`config.mk`:
```
export PLATFORM = sky130hd
export DESIGN_NAME = ps2_kbd_mem
export DESIGN_NICKNAME = d
export VERILOG_FILES = /design/src/rtl/ps2_pkg.sv /design/src/rtl/ps2_rx.sv /design/src/rtl/ps2_kbd_mem.sv
export SDC_FILE = /design/constraint.sdc
export NUM_CORES = 1
export LEC_CHECK = 0
export CELL_PAD_IN_SITES_DETAIL_PLACEMENT = 0
export CELL_PAD_IN_SITES_GLOBAL_PLACEMENT = 1
export CORE_ASPECT_RATIO = 1.4
export CORE_MARGIN = 2
export CORE_UTILIZATION = 45
export DETAILED_ROUTE_END_ITERATION = 6
export GPL_TIMING_DRIVEN = 1
export PLACE_DENSITY = 0.72
export SYNTH_ARGS = -nofsm -noshare
export SYNTH_HDL_FRONTEND = slang
export SYNTH_SLANG_ARGS = --single-unit
```
`constraint.sdc`:
```
create_clock -name i_clk -period 3.3 [get_ports i_clk]
set_clock_uncertainty 0.2 [all_clocks]
set_input_delay 0.66 -clock i_clk [delete_from_list [all_inputs] [get_ports i_clk]]
set_output_delay 0.66 -clock i_clk [all_outputs]
set_load 0.1 [all_outputs]
```
`src/rtl/ps2_pkg.sv`:
```
// ps2_pkg: shared definitions for the PS/2 keyboard receiver and its
// memory-mapped read port.
//   - register addresses decoded from the bus word address bits [1:0]
//   - bit positions inside the STATUS register
//   - receiver frame state encoding
//   - odd-parity helper used when PS2_PARITY_CHECK_EN is defined
package ps2_pkg;

    localparam logic [1:0] ADDR_DATA   = 2'd0;
    localparam logic [1:0] ADDR_STATUS = 2'd1;
    localparam logic [1:0] ADDR_COUNT  = 2'd2;

    localparam int unsigned ST_AVAIL   = 0;
    localparam int unsigned ST_OVF     = 1;
    localparam int unsigned ST_FRM_ERR = 2;
    localparam int unsigned ST_PAR_ERR = 3;

    typedef enum logic [1:0] {
        RX_IDLE,
        RX_DATA,
        RX_PARITY,
        RX_STOP
    } rx_state_e;

    // Odd parity: data bits plus parity bit must hold an odd number of ones.
    function automatic logic odd_parity_ok(input logic [7:0] data, input logic par);
        return ^{data, par};
    endfunction

endpackage

```
`src/rtl/ps2_rx.sv`:
```
// ps2_rx: PS/2 device->host frame receiver.
//   Synchronises the PS/2 pins, detects falling edges of the PS/2 clock and
//   shifts in 11-bit frames: start(0), D0..D7 LSB first, odd parity, stop(1).
//   A partial frame is abandoned after TIMEOUT_CYC cycles without an edge.
//   Config macro PS2_PARITY_CHECK_EN: when defined, bad parity drops the byte
//   and pulses o_par_err; when undefined the parity bit is ignored.
// Ports:
//   i_clk, i_rst_n      system clock, async active-low reset
//   i_ps2_clk/_data     raw PS/2 pins
//   o_byte              last received byte (valid with o_valid)
//   o_valid             one-cycle pulse: o_byte holds a good byte
//   o_frm_err           one-cycle pulse: stop bit was 0, frame dropped
//   o_par_err           one-cycle pulse: parity bad, frame dropped
module ps2_rx
    import ps2_pkg::*;
#(
    parameter int unsigned SYNC_STAGES = 2,
    parameter int unsigned TIMEOUT_CYC = 5000
) (
    input  logic       i_clk,
    input  logic       i_rst_n,
    input  logic       i_ps2_clk,
    input  logic       i_ps2_data,
    output logic [7:0] o_byte,
    output logic       o_valid,
    output logic       o_frm_err,
    output logic       o_par_err
);

    localparam int unsigned TW = $clog2(TIMEOUT_CYC + 1);

    logic [SYNC_STAGES-1:0] clk_sync_q, dat_sync_q;
    logic                   clk_prev_q;
    logic                   ps2_clk_s, ps2_dat_s, fall;

    rx_state_e state_q, state_d;
    logic [2:0]    bit_cnt_q, bit_cnt_d;
    logic [7:0]    shreg_q, shreg_d;
    logic [TW-1:0] tmo_q, tmo_d;
    logic [7:0]    byte_q, byte_d;
    logic          valid_q, valid_d;
    logic          frm_q, frm_d;
    logic          perr_q, perr_d;
`ifdef PS2_PARITY_CHECK_EN
    logic          par_q, par_d;
`endif

    assign ps2_clk_s = clk_sync_q[SYNC_STAGES-1];
    assign ps2_dat_s = dat_sync_q[SYNC_STAGES-1];
    assign fall      = clk_prev_q & ~ps2_clk_s;

    always_comb begin
        state_d   = state_q;
        bit_cnt_d = bit_cnt_q;
        shreg_d   = shreg_q;
        byte_d    = byte_q;
        valid_d   = 1'b0;
        frm_d     = 1'b0;
        perr_d    = 1'b0;
        tmo_d     = (state_q == RX_IDLE) ? '0 : tmo_q + TW'(1);
`ifdef PS2_PARITY_CHECK_EN
        par_d     = par_q;
`endif
        if (fall) begin
            tmo_d = '0;
            case (state_q)
                RX_IDLE: begin
                    if (!ps2_dat_s) begin
                        state_d   = RX_DATA;
                        bit_cnt_d = '0;
                    end
                end
                RX_DATA: begin
                    shreg_d   = {ps2_dat_s, shreg_q[7:1]};
                    bit_cnt_d = bit_cnt_q + 3'd1;
                    if (bit_cnt_q == 3'd7) state_d = RX_PARITY;
                end
                RX_PARITY: begin
`ifdef PS2_PARITY_CHECK_EN
                    par_d = ps2_dat_s;
`endif
                    state_d = RX_STOP;
                end
                default: begin
                    state_d = RX_IDLE;
                    if (!ps2_dat_s) begin
                        frm_d = 1'b1;
                    end else begin
`ifdef PS2_PARITY_CHECK_EN
                        if (odd_parity_ok(shreg_q, par_q)) begin
                            byte_d  = shreg_q;
                            valid_d = 1'b1;
                        end else begin
                            perr_d = 1'b1;
                        end
`else
                        byte_d  = shreg_q;
                        valid_d = 1'b1;
`endif
                    end
                end
            endcase
        end else if (state_q != RX_IDLE && tmo_q == TW'(TIMEOUT_CYC - 1)) begin
            state_d = RX_IDLE;
            tmo_d   = '0;
        end
    end

    always_ff @(posedge i_clk or negedge i_rst_n) begin
        if (!i_rst_n) begin
            // Pins idle high, so synchronisers reset high to avoid a false edge.
            clk_sync_q <= '1;
            dat_sync_q <= '1;
            clk_prev_q <= 1'b1;
            state_q    <= RX_IDLE;
            bit_cnt_q  <= '0;
            shreg_q    <= '0;
            tmo_q      <= '0;
            byte_q     <= '0;
            valid_q    <= 1'b0;
            frm_q      <= 1'b0;
            perr_q     <= 1'b0;
`ifdef PS2_PARITY_CHECK_EN
            par_q      <= 1'b0;
`endif
        end else begin
            clk_sync_q <= {clk_sync_q[SYNC_STAGES-2:0], i_ps2_clk};
            dat_sync_q <= {dat_sync_q[SYNC_STAGES-2:0], i_ps2_data};
            clk_prev_q <= ps2_clk_s;
            state_q    <= state_d;
            bit_cnt_q  <= bit_cnt_d;
            shreg_q    <= shreg_d;
            tmo_q      <= tmo_d;
            byte_q     <= byte_d;
            valid_q    <= valid_d;
            frm_q      <= frm_d;
            perr_q     <= perr_d;
`ifdef PS2_PARITY_CHECK_EN
            par_q      <= par_d;
`endif
        end
    end

    assign o_byte    = byte_q;
    assign o_valid   = valid_q;
    assign o_frm_err = frm_q;
    assign o_par_err = perr_q;

endmodule

```
`src/rtl/ps2_kbd_mem.sv`:
```
// ps2_kbd_mem: PS/2 keyboard receiver with a memory-mapped read port.
//   Received scan-code bytes go into a FIFO; a bus master reads them with a
//   req/done handshake (done pulses one cycle after the accepted request).
//   Read map: 0 DATA (pop), 1 STATUS {4'b0,PAR_ERR,FRM_ERR,OVF,AVAIL},
//   2 FIFO count (saturated to 8 bits), 3 zero. Write to 0 flushes FIFO+flags.
//   Config macro PS2_PARITY_CHECK_EN enables parity checking in ps2_rx.
// Ports:
//   i_clk, i_rst_n           system clock, async active-low reset
//   i_ps2_clk, i_ps2_data    PS/2 pins (asynchronous)
//   i_addr, i_req, i_wren    bus request (only i_addr[1:0] decoded)
//   o_out, done              read data and one-cycle completion pulse
module ps2_kbd_mem
    import ps2_pkg::*;
#(
    parameter int unsigned FIFO_DEPTH  = 16,
    parameter int unsigned SYNC_STAGES = 2,
    parameter int unsigned TIMEOUT_CYC = 5000
) (
    input  logic        i_clk,
    input  logic        i_rst_n,
    input  logic        i_ps2_clk,
    input  logic        i_ps2_data,
    input  logic [31:0] i_addr,
    input  logic        i_req,
    input  logic        i_wren,
    output logic [7:0]  o_out,
    output logic        done
);

    localparam int unsigned AW = $clog2(FIFO_DEPTH);
    localparam int unsigned CW = AW + 1;

    logic [7:0] rx_byte;
    logic       rx_valid, rx_frm_err, rx_par_err;

    ps2_rx #(
        .SYNC_STAGES (SYNC_STAGES),
        .TIMEOUT_CYC (TIMEOUT_CYC)
    ) u_rx (
        .i_clk      (i_clk),
        .i_rst_n    (i_rst_n),
        .i_ps2_clk  (i_ps2_clk),
        .i_ps2_data (i_ps2_data),
        .o_byte     (rx_byte),
        .o_valid    (rx_valid),
        .o_frm_err  (rx_frm_err),
        .o_par_err  (rx_par_err)
    );

    logic [7:0]    mem_q [FIFO_DEPTH];
    logic [AW-1:0] wr_ptr_q, wr_ptr_d, rd_ptr_q, rd_ptr_d;
    logic [CW-1:0] count_q, count_d;
    logic          ovf_q, ovf_d, frm_q, frm_d, par_q, par_d;
    logic          done_q, done_d;
    logic [7:0]    out_q, out_d;

    logic       accept, rd, flush, full, empty, pop, push, clr_flags;
    logic [1:0] addr;
    logic [7:0] status, count_rpt, rdata;
    logic       unused_addr;

    assign unused_addr = ^i_addr[31:2];
    assign addr        = i_addr[1:0];

    always_comb begin
        // done_q doubles as the busy flag, so a held request re-triggers every 2 cycles.
        accept    = i_req && !done_q;
        rd        = accept && !i_wren;
        flush     = accept && i_wren && (addr == ADDR_DATA);
        full      = (count_q == CW'(FIFO_DEPTH));
        empty     = (count_q == '0);
        pop       = rd && (addr == ADDR_DATA) && !empty;
        push      = rx_valid && (!full || pop);
        clr_flags = rd && (addr == ADDR_STATUS);

        status             = '0;
        status[ST_AVAIL]   = !empty;
        status[ST_OVF]     = ovf_q;
        status[ST_FRM_ERR] = frm_q;
        status[ST_PAR_ERR] = par_q;
        count_rpt = (32'(count_q) > 32'd255) ? 8'hFF : 8'(count_q);

        case (addr)
            ADDR_DATA:   rdata = empty ? 8'h00 : mem_q[rd_ptr_q];
            ADDR_STATUS: rdata = status;
            ADDR_COUNT:  rdata = count_rpt;
            default:     rdata = 8'h00;
        endcase

        wr_ptr_d = push ? wr_ptr_q + AW'(1) : wr_ptr_q;
        rd_ptr_d = pop  ? rd_ptr_q + AW'(1) : rd_ptr_q;
        count_d  = count_q;
        if (push && !pop)      count_d = count_q + CW'(1);
        else if (pop && !push) count_d = count_q - CW'(1);

        // Event set wins over a same-cycle STATUS-read clear so no error is lost.
        ovf_d = (clr_flags ? 1'b0 : ovf_q) | (rx_valid && full && !pop);
        frm_d = (clr_flags ? 1'b0 : frm_q) | rx_frm_err;
        par_d = (clr_flags ? 1'b0 : par_q) | rx_par_err;

        if (flush) begin
            wr_ptr_d = '0;
            rd_ptr_d = '0;
            count_d  = '0;
            ovf_d    = 1'b0;
            frm_d    = 1'b0;
            par_d    = 1'b0;
        end

        done_d = accept;
        out_d  = accept ? (rd ? rdata : 8'h00) : out_q;
    end

    always_ff @(posedge i_clk or negedge i_rst_n) begin
        if (!i_rst_n) begin
            wr_ptr_q <= '0;
            rd_ptr_q <= '0;
            count_q  <= '0;
            ovf_q    <= 1'b0;
            frm_q    <= 1'b0;
            par_q    <= 1'b0;
            done_q   <= 1'b0;
            out_q    <= '0;
        end else begin
            wr_ptr_q <= wr_ptr_d;
            rd_ptr_q <= rd_ptr_d;
            count_q  <= count_d;
            ovf_q    <= ovf_d;
            frm_q    <= frm_d;
            par_q    <= par_d;
            done_q   <= done_d;
            out_q    <= out_d;
        end
    end

    // Storage needs no reset: entries are only read when count marks them valid.
    always_ff @(posedge i_clk) begin
        if (push && !flush) mem_q[wr_ptr_q] <= rx_byte;
    end

    assign o_out = out_q;
    assign done  = done_q;

endmodule

```
==> key figures, run 1 <==
Timing
  – RSZ-0062 raised after global routing: no
  – Final setup viols: 0
  – Final WS setup: 0.307 ns
  – Fin. Hold Viols: 0
  – Max Freq: 334 MHz
  – Setup TNS: 0 ns
  – WHS: 0.0665 ns
  – Max Slew Vio Count: 0
  – Slew HR: 41.5%
  – Worst Tran Pin Value: 0.874 ns
  – Period utilisation layout: 90.7%
  – Minimum clock period: 2.99 ns

Clock network
  – CTS tree: built
  – Worst-Skew Late Latency: 0.43 ns
  – Clk sinks: 193
  – H-tree levels: 4
  – Post-CTS Hold Buffers: 0
  – Clock tree buffer depth: 2
  – Post-CTS Setup Bufs: 0
  – CTS buffer count: 17
  – Clk root buf: clkbuf_16
  – Clk slew on worst S/H paths: 0.08 ns
  – Resized Gates After CTS: 0

Finish
  – Post-route cell area: 9390 um2
  – Antenna diodes: 0
  – Area delta synth->final: 14.8%
  – Post-layout util: 52.4%
  – Share of layout cells above drive strength 1: 25.7%
  – Reg area: 5480 um2
  – Final nets: 613
  – Filler Cells Inserted: 1483
  – Area occupied by multi-input gates: 2570 um2
  – Layout Cells excl Fill: 811

Detailed routing
  – Total wire length: 15300 um
  – Vias/cell: 5.43
  – Per-cell routed wire length: 18.8 um
  – Vias: 4403
  – DRC violations left: 0
  – Initial DRC Count: 331
  – Antenna-violating nets left: 0
  – Total iterations of the first detailed-routing run: 6

Floorplanning
  – Total die area: 19300 um2
  – Core box area: 17900 um2
  – Die W: 118 um
  – Die H: 164 um
  – Rows: 58
  – Initial Utilization: 45.6%
  – I/O Pins: 47

Worst setup path
  – Critical path data required time: 3.41 ns
  – CP Capture Type: register
  – Most numerous cell on the critical path: nand3_1
  – CP Max Fanout: 4
  – Crit path largest cell delay: 0.57 ns
  – Crit Path Class: register to register
  – CP Cell Sequence: or4_1 -> o211ai_2 -> nand3_1 -> buf_4 -> fa_1 -> nand3_1 -> nand2_1 -> o41a_1 -> a221oi_1
  – Arrival time worst endpoint: 3.11 ns
  – Crit path launch type: register
  – Crit-path slowest cell: or4_1
  – Worst R2R Path Depth: 9

Power and ir drop
  – Leakage: 3.54 nW
  – Total power: 6.18 mW
  – Power Dens Cells: 658 nW/um2
  – Peak supply drop: 0.343 mV

Status
  – Status: finished, final reports clean

Placed design
  – Placed insts: 779
  – Placer Congestion: 0.803
  – Placed cell areas: 8820 um2
  – Placement-stage worst setup slack: -0.0484 ns
  – Buffers on Ports: 16
  – HPWL after DPL: 10800 um

Synthesis
  – Synthesized cell area: 8180 um2
  – Yosys warns: 0
  – Post-Synthesis Cells: 508
  – Mapped Avg Cell Area: 16.1 um2
  – Yosys cell types: 58
  – Register area share after synthesis: 66.9%
  – Post-synthesis register bit count: 193
  – Share of synthesized flip-flops with an asynchronous set or reset: 33.7%
  – Syn_nets: 563
  – Main flop type after synthesis: edfxtp_1
  – EDFF count, synth: 128

Global routing
  – Total Routing Usage GR: 16.8%
  – First-pass GRT wire length: 24500 um
  – Pin count of the biggest net entering global routing: 35
  – GR Overflow Total: 0
  – Vias in the first global route: 4557
  – Initial antenna violation count: 0

Min path
  – Hold Path Class: input port to asynchronous set/reset pin

Flow run
  – Max_cap viols: 0
worst max-delay path, delay by kind of cell (launching register included):
| kind | cells | cell delay [ns] |
|---|---|---|
| buffers and inverters | 1 | 0.18 |
| adders and majority gates | 1 | 0.40 |
| DFF | 1 | 0.38 |
| and+or+nand+nor | 4 | 0.92 |
| AOI/OAI and AO/OA | 3 | 0.80 |
path summary, 6_finish.rpt:
kind	end	startpoint	slack (ns)
setup / recovery	count_q[4]$_DFFE_PN0P_	count_q[1]$_DFFE_PN0P_	0.31
hold / removal	count_q[3]$_DFFE_PN0P_	i_rst_n	0.07
setup reg to reg	count_q[4]$_DFFE_PN0P_	count_q[1]$_DFFE_PN0P_	0.31
hold reg to reg	u_rx.clk_sync_q[1]$_DFF_PN1_	u_rx.clk_sync_q[0]$_DFF_PN1_	0.16
max in group asynchronous	u_rx.o_byte[1]$_DFFE_PN0P_	i_rst_n	2.07
min in group i_clk	u_rx.clk_sync_q[1]$_DFF_PN1_	u_rx.clk_sync_q[0]$_DFF_PN1_	0.16
cells by family (layout without fill, tap and decap cells):
logic type	after synthesis	after routing	share of synthesized area [%]
and+or+nand+nor	114	114	7.19
DFF	193	193	66.9
muxes	76	76	14.5
xor gates and xnor gates	14	14	1.50
AOI/OAI and AO/OA	60	60	5.45
adders and majority gates	17	17	2.69
buffers and inverters	34	97	1.73
registers in the layout, indices dropped and copies added (netlist names):
| signal | cells |
|---|---|
| u_rx.clk_prev_q | 1 |
| done | 1 |
| mem_q | 128 |
| u_rx.clk_sync_q | 2 |
| count_q | 5 |
| u_rx.o_frm_err | 1 |
| u_rx.o_byte | 8 |
| u_rx.dat_sync_q | 2 |
| u_rx.bit_cnt_q | 3 |
| ovf_q | 1 |
| wr_ptr_q | 4 |
| o_out | 8 |
| u_rx.state_q | 2 |
| frm_q | 1 |
| rd_ptr_q | 4 |
| u_rx.tmo_q | 13 |
| u_rx.shreg_q | 8 |
| u_rx.o_valid | 1 |
layout by cell type (no fill, tap or decap), types with 4 or more instances in the layout:
cell               n
mux2i_1           24
o211ai_1           4
nor3_1            11
nand4_1            5
ha_1              16
clkinvlp_4         4
nor2b_1            4
xor2_1             8
nand3_1           17
clkbuf_16         17
and3_1             4
mux4_2            32
nor2_1            34
buf_4             45
inv_8              4
dfrtp_1           58
o21ai_0            7
clkdlybuf4s50_1    6
a21o_1             4
nand2_1           18
mux2_2            20
xnor2_1            6
a21oi_1           10
dfstp_2            5
nand2b_1           7
inv_1             12
edfxtp_1         128
o22ai_1            7
Yosys cell counts, drive strengths merged, types with 2 or more instances:
cell type	number	area share [%]
xor2	8	0.86
nor3	11	0.67
mux2	20	2.8
a221o	3	0.37
o22ai	7	0.54
clkbuf	14	0.66
a31oi	2	0.15
dfrtp	60	18
mux2i	24	2.9
and3	4	0.31
a22o	3	0.32
mux4	32	8.8
a211oi	4	0.43
xnor2	6	0.64
ha	16	2.4
inv	12	0.55
edfxtp	128	47
o2111ai	4	0.50
or4b	3	0.37
nor2b	4	0.31
nor3b	2	0.18
nand4	5	0.38
nand2	18	0.83
nor2	34	1.6
a21oi	11	0.72
a21o	4	0.37
nand2b	7	0.54
buf	8	0.52
or4	3	0.32
o211ai	5	0.52
nand3	17	1.0
dfstp	5	1.6
o21ai	7	0.43
power by group:
part	switching, mW	total [mW]	internal, mW
clock	0.965	1.97	1.00
combinational	0.716	1.35	0.638
sequential	0.161	2.86	2.70
layout make-up:
type | count | area share (%)
Sequential cell | 193 | 58.3
Multi-Input combinational cell | 281 | 27.4
Inverter | 12 | 0.480
Clock buffer | 17 | 4.53
Clock inverter | 15 | 1.60
Tap cell | 240 | 3.20
Timing Repair Buffer | 53 | 4.50
per-layer routing:
metal,GRT usage [%],vias to the layer above,wire length [um]
met5,0,-,0
met4,6.30,0,367
met3,3.81,21,437
met2,30.1,86,8200
met1,19.6,2218,6250
li1,-,2078,-
(Power assumes the default switching activity.)
==> run 2: changes to the inputs <==
- CORE_MARGIN: 2 -> not set
==> key figures, run 2 (synthesis results as in run 1) <==
Floorplanning
  – Initial Utilization: 45.8% (+0.19 points)
  – I/O Pins: 47 (unchanged)
  – Rows: 58 (unchanged)
  – Core box area: 17900 um2 (-0.41%)
  – Die W: 116 um (-1.7%)
  – Total die area: 18700 um2 (-2.9%)
  – Die H: 162 um (-1.2%)

Detailed routing
  – Vias: 4516 (+2.6%)
  – DRC violations left: 0 (unchanged)
  – Total iterations of the first detailed-routing run: 5 (-1)
  – Antenna-violating nets left: 0 (unchanged)
  – Total wire length: 15900 um (+4.0%)
  – Initial DRC Count: 298 (-10%)
  – Per-cell routed wire length: 19.5 um (+3.6%)
  – Vias/cell: 5.55 (+2.2%)

Flow run
  – Max_cap viols: 0 (unchanged)

Power and ir drop
  – Power Dens Cells: 663 nW/um2 (+0.75%)
  – Leakage: 3.57 nW (+0.98%)
  – Peak supply drop: 0.410 mV (+20%)

Global routing
  – Initial antenna violation count: 0 (unchanged)
  – GR Overflow Total: 0 (unchanged)
  – Vias in the first global route: 4739 (+4.0%)
  – Pin count of the biggest net entering global routing: 35 (unchanged)
  – Total Routing Usage GR: 18.7% (+2.0 points)
  – First-pass GRT wire length: 25600 um (+4.5%)

Clock network
  – Worst-Skew Late Latency: 0.43 ns (about the same)
  – H-tree levels: 4 (unchanged)
  – Clock tree buffer depth: 2 (unchanged)
  – Clk slew on worst S/H paths: 0.07 ns (about the same)
  – CTS buffer count: 17 (unchanged)
  – Clk root buf: clkbuf_16
  – Clk sinks: 193 (unchanged)
  – CTS tree: built

Worst setup path
  – Most numerous cell on the critical path: nand3_1
  – CP Capture Type: register
  – Arrival time worst endpoint: 3.10 ns (about the same)
  – CP Cell Sequence: or4_1 -> o211ai_2 -> nand3_1 -> buf_4 -> fa_1 -> nand3_1 -> nand2_1 -> o41a_1 -> a221oi_1
  – Crit-path slowest cell: or4_1
  – Crit path launch type: register
  – Critical path data required time: 3.43 ns (+0.02 ns)
  – Crit Path Class: register to register
  – CP Max Fanout: 3 (-1)
  – Crit path largest cell delay: 0.57 ns (about the same)

Placed design
  – HPWL after DPL: 10900 um (+0.99%)
  – Placed insts: 781 (+0.26%)
  – Buffers on Ports: 16 (unchanged)
  – Placer Congestion: 0.764 (-4.9%)
  – Placed cell areas: 8830 um2 (+0.16%)

Finish
  – Layout Cells excl Fill: 814 (+0.37%)
  – Most frequent cells in the layout: 128 x edfxtp_1, 59 x dfrtp_1, 47 x buf_4
  – Share of layout cells above drive strength 1: 26.0% (+0.21 points)
  – Antenna diodes: 0 (unchanged)
  – Commonest non-fill, non-tap cell in the layout: edfxtp_1
  – Area delta synth->final: 15.3%
  – Post-route cell area: 9430 um2 (+0.44%)
  – Largest register by flop count: mem_q
  – Max FFs per register: 128 (unchanged)
  – Final nets: 616 (+0.49%)
  – Top Registers: mem_q: 128 flops, u_rx.tmo_q: 13 flops

Timing
  – Max Freq: 337 MHz (+0.95%)
  – Fin. Hold Viols: 0 (unchanged)
  – Max Slew Vio Count: 0 (unchanged)
  – Minimum clock period: 2.96 ns (-0.0281 ns)
  – Slew HR: 38.2% (-3.3 points)
  – RSZ-0062 raised after global routing: no
  – Final setup viols: 0 (unchanged)
  – Worst Tran Pin Value: 0.923 ns (+0.0498 ns)
  – Period utilisation layout: 89.8% (-0.85 points)

Status
  – Status: finished, final reports clean

Min path
  – Hold Path Class: register to register
run 2: changes by cell type in the layout (fill, tap and decap cells not counted), sizes merged:
cell         change
clkinv           -3
buf              +2
clkbuf           +2
bufinv           +1
clkinvlp         -1
dlygate4sd3      +1
inv              +1
run 2: per-stage QoR:
step / TNS, ns / utilization, % / hold slack [ns] / power [mW] / setup slack, ns
4_1_cts: 0 / 52.8 / 0.157 / 6.32 / 0.308
3_5_place_dp: -3.33 / 49.5 / 0.147 / 4.29 / -0.117
2_1_floorplan: 0 / - / 0.145 / 3.88 / 0.118
5_1_grt: 0 / 52.8 / 0.158 / 6.53 / 0.183
3_3_place_gp: -0.393 / 49.5 / 0.147 / 4.26 / -0.0295
6_report: 0 / 52.8 / 0.156 / 6.25 / 0.335
run 2: cell type report:
cell class | instances | area [um2]
clock inverters | 13 | 118
multi-input cells | 281 | 2570
repair buffers | 56 | 448
flip-flops and latches | 193 | 5480
inverters | 12 | 45.0
clock buffers | 19 | 475
fillers | 1516 | 8420
well taps | 240 | 300
run 2: path summary, 6_finish.rpt:
kind	start	slack (ns)	endpoint	cells after the start
max reg2reg	count_q[1]$_DFFE_PN0P_	0.34	count_q[4]$_DFFE_PN0P_	9
min in group asynchronous	i_rst_n	0.47	count_q[3]$_DFFE_PN0P_	2
max in group asynchronous	i_rst_n	1.62	u_rx.clk_sync_q[1]$_DFF_PN1_	3
max	count_q[1]$_DFFE_PN0P_	0.34	count_q[4]$_DFFE_PN0P_	9
min reg2reg	u_rx.dat_sync_q[0]$_DFF_PN1_	0.16	u_rx.dat_sync_q[1]$_DFF_PN1_	0
min	u_rx.dat_sync_q[0]$_DFF_PN1_	0.16	u_rx.dat_sync_q[1]$_DFF_PN1_	0
run 2: repair_timing:
item,4_1_cts,5_1_grt
buffers inserted,0,0
hold endpoints to repair,12,0
hold buffers,1,0
gates resized for setup,0,0
run 2: layer usage:
| metal | vias up | track usage [%] | part of all wire [%] |
|---|---|---|---|
| met5 | - | 0 | 0 |
| met4 | 0 | 7.63 | 2.1 |
| met3 | 26 | 3.60 | 3.0 |
| met2 | 100 | 33.3 | 55 |
| met1 | 2310 | 21.9 | 40 |
| li1 | 2080 | - | - |
run 2: power breakdown:
group	leakage (nW)	switching (mW)	total (mW)	internal, mW
Sequential	2.13	0.173	2.87	2.70
Combinational	1.16	0.716	1.35	0.631
Clock	0.289	0.895	2.03	1.14
Total	3.57	1.78	6.25	4.47
run 2: worst max-delay path, delay by kind of cell (launching register included):
| family | cells | cell delay (ns) |
|---|---|---|
| flops | 1 | 0.38 |
| buf+inv | 1 | 0.17 |
| compound gates | 3 | 0.77 |
| simple gates | 4 | 0.93 |
| fa+ha+maj | 1 | 0.40 |
==> run 3: changes to the inputs <==
- clock period: 3.3 -> 3.2 ns (I/O delays scaled with it)
==> key figures, run 3 (synthesis results as in run 1) <==
Status
  – Status: finished, final reports clean

Finish
  – Commonest non-fill, non-tap cell in the layout: edfxtp_1
  – Antenna diodes: 0 (unchanged)
  – Max FFs per register: 128 (unchanged)
  – Post-layout util: 52.7% (-0.15 points)
  – Largest register by flop count: mem_q
  – Area delta synth->final: 15.0%
  – Top Registers: mem_q: 128 flops, u_rx.tmo_q: 13 flops
  – Share of layout cells above drive strength 1: 26.4% (+0.48 points)
  – Layout Cells excl Fill: 815 (+0.12%)
  – Post-route cell area: 9410 um2 (-0.29%)
  – Most frequent cells in the layout: 128 x edfxtp_1, 58 x dfrtp_1, 50 x buf_4
  – Final nets: 617 (+0.16%)
  – Filler Cells Inserted: 1478 (-2.5%)

Clock network
  – Clock tree buffer depth: 2 (unchanged)
  – Post-CTS Setup Bufs: 0 (unchanged)
  – Resized Gates After CTS: 0 (unchanged)
  – Clk root buf: clkbuf_16
  – Worst-Skew Late Latency: 0.43 ns (about the same)
  – CTS buffer count: 17 (unchanged)
  – Clk sinks: 193 (unchanged)
  – H-tree levels: 4 (unchanged)
  – Clk slew on worst S/H paths: 0.07 ns (about the same)
  – Post-CTS Hold Buffers: 0 (-1)
  – CTS tree: built

Timing
  – Period utilisation layout: 95.6% (+5.8 points)
  – Minimum clock period: 3.06 ns (+0.0961 ns)
  – WHS: 0.00504 ns (-0.151 ns)
  – Worst Tran Pin Value: 0.881 ns (-0.0427 ns)
  – Slew HR: 41.1% (+2.9 points)
  – Max Slew Vio Count: 0 (unchanged)
  – Fin. Hold Viols: 0 (unchanged)
  – RSZ-0062 raised after global routing: no
  – Final setup viols: 0 (unchanged)
  – Max Freq: 327 MHz (-3.1%)

Global routing
  – Total Routing Usage GR: 18.5% (-0.19 points)
  – GR Overflow Total: 0 (unchanged)
  – Vias in the first global route: 4802 (+1.3%)
  – Pin count of the biggest net entering global routing: 35 (unchanged)
  – First-pass GRT wire length: 25400 um (-0.67%)
  – Initial antenna violation count: 0 (unchanged)

Min path
  – Hold Path Class: input port to asynchronous set/reset pin

Power and ir drop
  – Power Dens Cells: 682 nW/um2 (+2.8%)
  – Total power: 6.41 mW (+2.5%)
  – Peak supply drop: 0.429 mV (+4.5%)
  – Leakage: 3.58 nW (about the same)

Placed design
  – Placed insts: 783 (+0.26%)
  – HPWL after DPL: 11200 um (+2.8%)
  – Placed cell areas: 8830 um2 (about the same)
  – Buffers on Ports: 16 (unchanged)
  – Placer Congestion: 0.778 (+1.8%)

Worst setup path
  – Crit Path Class: register to register
  – Crit path largest cell delay: 0.57 ns (about the same)
  – CP top delay family: simple AND/OR/NAND/NOR gates
  – CP Cell Sequence: or4_1 -> o211ai_2 -> nand3_1 -> buf_4 -> buf_4 -> fa_1 -> nand3_1 -> nand2_1 -> o41a_1 -> a221oi_1
  – Arrival time worst endpoint: 3.18 ns (+0.08 ns)
  – Crit-path slowest cell: or4_1
  – Critical path data required time: 3.32 ns (-0.11 ns)
  – CP Capture Type: register
  – Crit path launch type: register
  – CP Max Fanout: 3 (unchanged)
  – Bufs and invs on worst path: 2 (+1)

Floorplanning
  – Core box area: 17900 um2 (unchanged)
  – Initial Utilization: 45.8% (unchanged)
  – Total die area: 18700 um2 (unchanged)
  – I/O Pins: 47 (unchanged)
  – Die W: 116 um (unchanged)
  – Rows: 58 (unchanged)
  – Die H: 162 um (unchanged)

Detailed routing
  – Antenna-violating nets left: 0 (unchanged)
  – Initial DRC Count: 271 (-9.1%)
  – Vias/cell: 5.49 (-1.0%)
  – Total wire length: 15700 um (-0.95%)
  – Per-cell routed wire length: 19.3 um (-1.1%)
  – DRC violations left: 0 (unchanged)
  – Vias: 4476 (-0.89%)
  – Total iterations of the first detailed-routing run: 4 (-1)

Flow run
  – Max_cap viols: 0 (unchanged)
run 3: cell count changes in the layout (fill, tap and decap cells not counted), moves of 2 or more:
cell / delta
buf_4: +3
clkbuf_16: -2
clkbuf_8: +2
clkinvlp_4: -3
inv_6: +3
run 3: cell type report:
cell class              instances  area [um2]  area share (%)
repair buffers                 57         440            4.68
clock buffers                  19         453            4.82
inverters                      12        45.0           0.479
multi-input cells             281        2570            27.3
clock inverters                13         119            1.26
flip-flops and latches        193        5480            58.3
well taps                     240         300            3.19
run 3: where the power goes:
group	leakage [nW]	switching (mW)	internal [mW]
registers	2.12	0.188	2.78
logic	1.16	0.744	0.658
clock network	0.290	0.910	1.13
total	3.58	1.84	4.57
run 3: final timing paths:
path | slack, ns | startpoint | to | cells after the start
max | 0.14 | count_q[1]$_DFFE_PN0P_ | count_q[4]$_DFFE_PN0P_ | 10
min | 0.005 | i_rst_n | count_q[2]$_DFFE_PN0P_ | 1
max reg2reg | 0.14 | count_q[1]$_DFFE_PN0P_ | count_q[4]$_DFFE_PN0P_ | 10
min reg2reg | 0.16 | u_rx.clk_sync_q[0]$_DFF_PN1_ | u_rx.clk_sync_q[1]$_DFF_PN1_ | 0
max in group asynchronous | 1.97 | i_rst_n | u_rx.clk_sync_q[1]$_DFF_PN1_ | 2
min in group i_clk | 0.16 | u_rx.clk_sync_q[0]$_DFF_PN1_ | u_rx.clk_sync_q[1]$_DFF_PN1_ | 0
run 3: routing by layer:
layer | up-vias | track usage (%) | wire [um]
met5 | - | 0 | 0
met4 | 0 | 6.00 | 133
met3 | 12 | 3.83 | 407
met2 | 82 | 34.7 | 9040
met1 | 2299 | 20.5 | 6150
li1 | 2083 | - | -
run 3: stage by stage:
stage          setup TNS (ns)  worst slack (ns)
3_5_place_dp            -3.74            -0.149
6_report                    0             0.139
5_1_grt                     0            0.0412
3_3_place_gp            -2.04           -0.0693
4_1_cts                     0             0.122
2_1_floorplan               0            0.0178
